==> src/rtl/cpu_types_pkg.sv <==
// Shared CPU types: register field type and the per-stage control bundle
// carried through the IF/ID, ID/EX, EX/MEM and MEM/WB latches.
package cpu_types_pkg;

    typedef logic [4:0] regbits_t;

    typedef struct packed {
        logic     valid;
        regbits_t rs;
        regbits_t rt;
        regbits_t rd;
        logic     regWEN;
        logic     dmemREN;
        logic     dmemWEN;
        logic     halt;
    } stage_ctrl_t;

    localparam stage_ctrl_t STAGE_BUBBLE = '0;

    // True when older stage p writes a nonzero register that younger stage c reads.
    function automatic logic writes_src(input stage_ctrl_t p, input stage_ctrl_t c);
        return p.valid & c.valid & p.regWEN & (p.rd != '0) &
               ((p.rd == c.rs) | (p.rd == c.rt));
    endfunction

endpackage

==> src/rtl/pipe_stage_reg.sv <==
// One pipeline stage register holding a stage_ctrl_t.
// Ports: CLK, RST (sync, active-high), stall/flush/bubble controls, d in, q out.
module pipe_stage_reg
    import cpu_types_pkg::*;
(
    input  logic        CLK,
    input  logic        RST,
    input  logic        stall,
    input  logic        flush,
    input  logic        bubble,
    input  stage_ctrl_t d,
    output stage_ctrl_t q
);

    // Flush outranks stall; bubble is inserted when the upstream stage holds.
    always_ff @(posedge CLK) begin
        if (RST) begin
            q <= STAGE_BUBBLE;
        end else if (flush) begin
            q <= STAGE_BUBBLE;
        end else if (stall) begin
            q <= q;
        end else if (bubble) begin
            q <= STAGE_BUBBLE;
        end else begin
            q <= d;
        end
    end

endmodule

==> src/rtl/pipe_track.sv <==
// Pipeline bookkeeping: tracks control metadata through the four stage
// registers, derives hazard flags, latches halt and counts retirements.
// Ports: CLK, RST (sync, active-high); if_* decoded bundle in;
// stall_*/flush_* per stage in; mwb_rd, idex_rs, load, dmemREN, dmemWEN,
// halt, retired out.
module pipe_track
    import cpu_types_pkg::*;
#(
    parameter int CNT_W = 32
)
(
    input  logic             CLK,
    input  logic             RST,
    input  logic             if_valid,
    input  regbits_t         if_rs,
    input  regbits_t         if_rt,
    input  regbits_t         if_rd,
    input  logic             if_regWEN,
    input  logic             if_dmemREN,
    input  logic             if_dmemWEN,
    input  logic             if_halt,
    input  logic             stall_ifid,
    input  logic             stall_idex,
    input  logic             stall_xmem,
    input  logic             stall_wb,
    input  logic             flush_ifid,
    input  logic             flush_idex,
    input  logic             flush_xmem,
    input  logic             flush_wb,
    output logic             mwb_rd,
    output logic             idex_rs,
    output logic             load,
    output logic             dmemREN,
    output logic             dmemWEN,
    output logic             halt,
    output logic [CNT_W-1:0] retired
);

    stage_ctrl_t if_d;
    stage_ctrl_t ifid_q;
    stage_ctrl_t idex_q;
    stage_ctrl_t xmem_q;
    stage_ctrl_t wb_q;
    logic        retire_go;
    logic        unused_wb;

    // Once halted, fetch is starved by presenting an invalid instruction.
    always_comb begin
        if_d         = STAGE_BUBBLE;
        if_d.valid   = if_valid & ~halt;
        if_d.rs      = if_rs;
        if_d.rt      = if_rt;
        if_d.rd      = if_rd;
        if_d.regWEN  = if_regWEN;
        if_d.dmemREN = if_dmemREN;
        if_d.dmemWEN = if_dmemWEN;
        if_d.halt    = if_halt;
    end

    pipe_stage_reg u_ifid (
        .CLK    (CLK),
        .RST    (RST),
        .stall  (stall_ifid),
        .flush  (flush_ifid),
        .bubble (1'b0),
        .d      (if_d),
        .q      (ifid_q)
    );

    pipe_stage_reg u_idex (
        .CLK    (CLK),
        .RST    (RST),
        .stall  (stall_idex),
        .flush  (flush_idex),
        .bubble (stall_ifid),
        .d      (ifid_q),
        .q      (idex_q)
    );

    pipe_stage_reg u_xmem (
        .CLK    (CLK),
        .RST    (RST),
        .stall  (stall_xmem),
        .flush  (flush_xmem),
        .bubble (stall_idex),
        .d      (idex_q),
        .q      (xmem_q)
    );

    pipe_stage_reg u_wb (
        .CLK    (CLK),
        .RST    (RST),
        .stall  (stall_wb),
        .flush  (flush_wb),
        .bubble (stall_xmem),
        .d      (xmem_q),
        .q      (wb_q)
    );

    // Hazard flags come only from registered state.
    always_comb begin
        idex_rs = writes_src(xmem_q, idex_q);
        mwb_rd  = writes_src(wb_q, idex_q);
        load    = idex_rs & xmem_q.dmemREN;
        dmemREN = xmem_q.valid & xmem_q.dmemREN;
        dmemWEN = xmem_q.valid & xmem_q.dmemWEN;
    end

    assign unused_wb = ^{wb_q.rs, wb_q.rt, wb_q.dmemREN, wb_q.dmemWEN};

    // An instruction retires when it leaves MEM/WB undisturbed.
    assign retire_go = wb_q.valid & ~stall_wb & ~flush_wb;

    always_ff @(posedge CLK) begin
        if (RST) begin
            halt <= 1'b0;
        end else if (retire_go & wb_q.halt) begin
            halt <= 1'b1;
        end
    end

    // The halt itself is counted: halt is still 0 on its retiring edge.
    always_ff @(posedge CLK) begin
        if (RST) begin
            retired <= '0;
        end else if (retire_go & ~halt) begin
            retired <= retired + CNT_W'(1);
        end
    end

endmodule

==> config.mk <==
export PLATFORM = sky130hd
export DESIGN_NAME = pipe_track
export DESIGN_NICKNAME = d
export VERILOG_FILES = /design/src/rtl/cpu_types_pkg.sv /design/src/rtl/pipe_stage_reg.sv /design/src/rtl/pipe_track.sv
export SDC_FILE = /design/constraint.sdc
export NUM_CORES = 1
export LEC_CHECK = 0
export ABC_CLOCK_PERIOD_IN_PS = 3200
export CAP_MARGIN = 20
export CORE_UTILIZATION = 39
export DETAILED_ROUTE_END_ITERATION = 8
export SLEW_MARGIN = 5
export SYNTH_ARGS = -nofsm -noshare
export SYNTH_HDL_FRONTEND = slang
export SYNTH_SLANG_ARGS = --single-unit
export TNS_END_PERCENT = 20
==> constraint.sdc <==
create_clock -name CLK -period 3.2 [get_ports CLK]
set_clock_uncertainty 0.1 [all_clocks]
set_input_delay 0.32 -clock CLK [delete_from_list [all_inputs] [get_ports CLK]]
set_output_delay 0.32 -clock CLK [all_outputs]
set_load 0.01 [all_outputs]
After elaboration in Yosys (flattened, before gate mapping) --
Index checks and enable logic that the tools add are counted.
Word-level totals: output and inout bits 38, flip-flop bits (word level) 101, word-level logic and storage cells 65
Cells by class: bitwise gates (word level) 21, add/subtract/negate cells 1, eq/ne operators 4, reductions and logical operators 6, multiplexer cells 3
Operators by type and width (count):
- 20-bit two-way mux | 3
- 32-bit by 1-bit adder with 32-bit output, second input constant | 1
- 5-bit equality test | 4
- 1-bit bitwise AND | 16
- 5-bit nonzero test | 2
- 2-bit OR reduction | 4
- 1-bit inverter | 3
- 1-bit bitwise OR | 2

Longest topological paths before layout --
word-level depth 5, gate-level depth with buffers 7, gate-level depth less buffers 5

Modules after synthesis --
Synthesis repeated with hierarchy kept, for this count alone.
Second synthesis, totals: cells, all modules 570, area total of the unflattened synthesis 4991.0 um2
Modules (own cells, without submodules):
- pipe_stage_reg | instances 4, area each 792.0 um2, cells an instance 89, sequential area each 400.4 um2
- pipe_track | instances 1, area each 1823.0 um2, cells an instance 214, sequential area each 660.6 um2

Worst setup path after synthesis --
Ideal clock, no wire load.
path type reg2reg, from reg halt, to reg retired[22], library setup time 0.070 ns, data required time 3.030 ns, stages on the path, launching flop included 7, path buffers 2, data arrival time 2.214 ns, clock period less this slack 2.384 ns, setup slack 0.816 ns, cell sequence dfxtp_1 or4b_1 buf_2 or4_1 buf_2 or4_1 a21oi_1
On the way: longest elaborated chain between the ends 2
RTL lines:
- from (decl) | line pipe_track.sv:35 | output logic halt,
- from (signal assigned) | line pipe_track.sv:116 | halt <= 1'b0;
- from (signal assigned) | line pipe_track.sv:118 | halt <= 1'b1;
- 1-bit inverter | line pipe_track.sv:126 | end else if (retire_go & ~halt) begin
- 1-bit bitwise AND | line pipe_track.sv:126
- to (signal assigned) | line pipe_track.sv:127 | retired <= retired + CNT_W'(1);
- to (decl) | line pipe_track.sv:36 | output logic [CNT_W-1:0] retired
No other way between the ends. A chain may end at the register's enable or synchronous reset.

Final worst setup path --
from reg u_xmem.q[4] in the netlist's numbering, to out load
On the way: longest elaborated chain between the ends 4, elaborated cells on any way between the ends 7
RTL lines:
- from (decl) | line pipe_stage_reg.sv:12 | output stage_ctrl_t q
- from (signal assigned) | line pipe_stage_reg.sv:22 | q <= q;
- 5-bit equality test or 5-bit nonzero test (tied branches) | line cpu_types_pkg.sv:23, cpu_types_pkg.sv:22
- 1-bit bitwise OR or 1-bit bitwise AND (tied branches) | line cpu_types_pkg.sv:23, cpu_types_pkg.sv:22
- 1-bit bitwise AND (*) | line cpu_types_pkg.sv:22 | return p.valid & c.valid & p.regWEN & (p.rd != '0) &
- 1-bit bitwise AND (*) | line pipe_track.sv:104 | load = idex_rs & xmem_q.dmemREN;
- to (decl) | line pipe_track.sv:32 | output logic load,
Every way passes the cells marked *; elsewhere a longest branch is shown, timed or not.

==> impl_metrics.json <==
{
  "multi_input_area_um2": 1980,
  "maxCapViolCount": 0,
  "ys_warn_count": 0,
  "synth_top_area_share_pct": 46.5,
  "ys_ff_latch": 91,
  "die_w_um": 102,
  "critical_path.max_stage_delay_ps": 610,
  "numPortBuffers": 67,
  "n_antenna_cell": 0,
  "cts_root_buffer": "clkbuf_8",
  "clock_latency_ps": 350,
  "synth_cell_types": 33,
  "synth_top_cells_by_area": "dfxtp_1 46%, nor2_1 7.8%, a22oi_1 5.2%",
  "cts_resized": 0,
  "status": "complete, no violations",
  "regArea_um2": 1820,
  "finalInstanceArea_um2": 4940,
  "netlist_instances": 441,
  "finalCritPeriodShare_pct": 82.5,
  "required_ps": 2780,
  "initial_core_util_pct": 40.1,
  "end_kind": "output port",
  "timing.final.max_slew_violations": 0,
  "routedWlPerCell_um": 13.9,
  "ant_nets": 0,
  "cts_setup_buffers": 0,
  "setup_viol": 0,
  "htree_levels": 3,
  "grt_max_degree": 29,
  "clock_sinks": 91,
  "num_vias": 3383,
  "ir_worst_vdd_mv": 0.211,
  "worst_pin_slew_ps": 883,
  "synthesis.area_um2": 3920,
  "critical_path_buf_inv_count": 1,
  "fin_ws_ps": 561,
  "hold_buffers": 0,
  "drt_iter0_drc": 160,
  "cp_cell_sequence": "xor2_1, nor3_1, a22oi_1, nor3b_1, clkdlybuf4s50_1",
  "grt_antenna_before_repair": 0,
  "crit_family": "buffers and inverters",
  "slew_headroom_pct": 40.9,
  "rsz0062_at_grt": "no",
  "gp_congestion": 0.765,
  "cts_max_path_buffers": 2,
  "die_h_um": 102,
  "grt_first_pass_wirelength_mm": 14.7,
  "min_path_type": "flip-flop to flip-flop",
  "final.min_clock_period_ps": 2640,
  "p_leak_nw": 1.76,
  "core_um2": 9770,
  "numCtsBuffers": 9,
  "nFillCells": 948,
  "power_density_nw_per_um2": 434,
  "fin_nets": 532,
  "grt_usage_pct": 17.9,
  "cp-start-kind": "flip-flop",
  "dieArea_um2": 10500,
  "instances_no_fill": 639,
  "hpwl_mm": 6.48,
  "wirelength_mm": 8.89,
  "syn-mean-instance-area_um2": 8.89,
  "crit_type": "flip-flop to output port",
  "io_pins": 68,
  "grt_overflow": 0,
  "dr.pass1.iters": 4,
  "finalPower_mw": 2.15,
  "seq_area_frac_synth_pct": 46.5,
  "cts_tree": "yes",
  "fmax_ghz": 0.379,
  "rows": 36,
  "grt_pass1_vias": 3009,
  "pre_cts_slack_ps": 240,
  "place_area_um2": 4710,
  "synth_nets": 472,
  "drive_gt1_share_pct": 6.32,
  "synthToLayoutAreaGrowth_pct": 26.1,
  "crit_fanout": 5,
  "critPathArrivalTime_ps": 2220,
  "route.detailed.drc": 0,
  "dp.cells": 623,
  "tns_ps": 0,
  "cp_slowest_cell": "clkdlybuf4s50_1",
  "path_clk_slew_ps": 100,
  "yosysTopAreaCell": "dfxtp_1",
  "via_per_inst": 5.29,
  "hold_viol": 0
}
-- registers in the layout, indices dropped and copies added (netlist names) --
signal    cells
halt          1
u_idex.q     20
u_ifid.q     20
retired      32
u_wb.q        8
u_xmem.q     10
-- layout by cell type, fill, tap and decap left out, drive strengths merged, types with 9 or more instances in the layout --
master and instances:
dfxtp 91, xor2 20, nand3 11, mux2i 19
or4 15, nor2 81, o31ai 11, clkbuf 9
nor3b 15, a22oi 27, nand2 14, nand4 11
xnor2 10, a21oi 32, clkdlybuf4s50 67, inv 10
-- routing by layer --
layer	share of wire [%]	vias to the layer above	GRT usage, %
met5	0	-	0
met4	0.45	0	4.95
met3	5.2	2	3.83
met2	46	88	28.7
met1	49	1592	24.4
li1	-	1701	-
-- where the power goes --
part	switching (mW)	total (mW)	leakage, nW	internal (mW)
logic	0.0574	0.111	0.905	0.0537
registers	0.00537	1.15	0.735	1.14
clock network	0.434	0.889	0.116	0.455
total	0.497	2.15	1.76	1.65
-- cells by family after synthesis --
logic type                 share of synthesized area [%]
AOI/OAI and AO/OA                                   12.7
xor gates and xnor gates                            6.70
adders and majority gates                          0.319
buffers and inverters                               2.94
DFF                                                 46.5
muxes                                               6.00
and+or+nand+nor                                     24.8
-- cells in the mapped netlist (all sizes together) --
cell type  count
a21oi         32
nor3b         15
ha             1
dfxtp         91
mux2           4
and4           5
xor2          20
o31ai         11
nor2          81
o2111ai        2
xnor2         10
a31oi          1
nor4           3
a22oi         27
clkbuf        19
inv            5
o21ai          6
and2           5
nor2b          4
nor3           7
and3           4
nand2         14
nand3         11
nand4         11
buf            6
or2            4
mux2i         19
or3            6
or4b           1
nor4b          1
or4           15
-- path summary, 6_finish.rpt --
| path | start | to | slack [ps] | cells past startpoint |
|---|---|---|---|---|
| hold / removal | u_xmem.q[1]$_SDFFE_PP0N_ | u_xmem.q[1]$_SDFFE_PP0N_ | 400 | 2 |
| setup reg to reg | halt$_SDFFE_PP0P_ | retired[28]$_SDFFE_PP0P_ | 600 | 4 |
| hold reg to reg | u_xmem.q[1]$_SDFFE_PP0N_ | u_xmem.q[1]$_SDFFE_PP0N_ | 400 | 2 |
| setup / recovery | u_xmem.q[4]$_SDFFE_PP0N_ | load | 560 | 5 |
-- area by class of cell --
type / instances / area share (%)
clock buffers: 9 / 2.51
clock inverters: 7 / 2.10
inverters: 5 / 0.380
well taps: 133 / 3.37
repair buffers: 74 / 14.6
multi-input cells: 320 / 40.1
flip-flops and latches: 91 / 36.9
-- stage by stage --
step	utilization (%)	hold WS (ps)
after floorplan	-	352
after global placement	48.2	367
after detailed placement	48.2	375
after CTS	50.5	400
after global routing	50.5	429
final	50.5	396
-- tightest hold or removal path, cell delays in order (launching register included) --
cell     delay [ps]
dfxtp_1         330
a21oi_1          60
nor2_1           70
(Power assumes the default switching activity.)
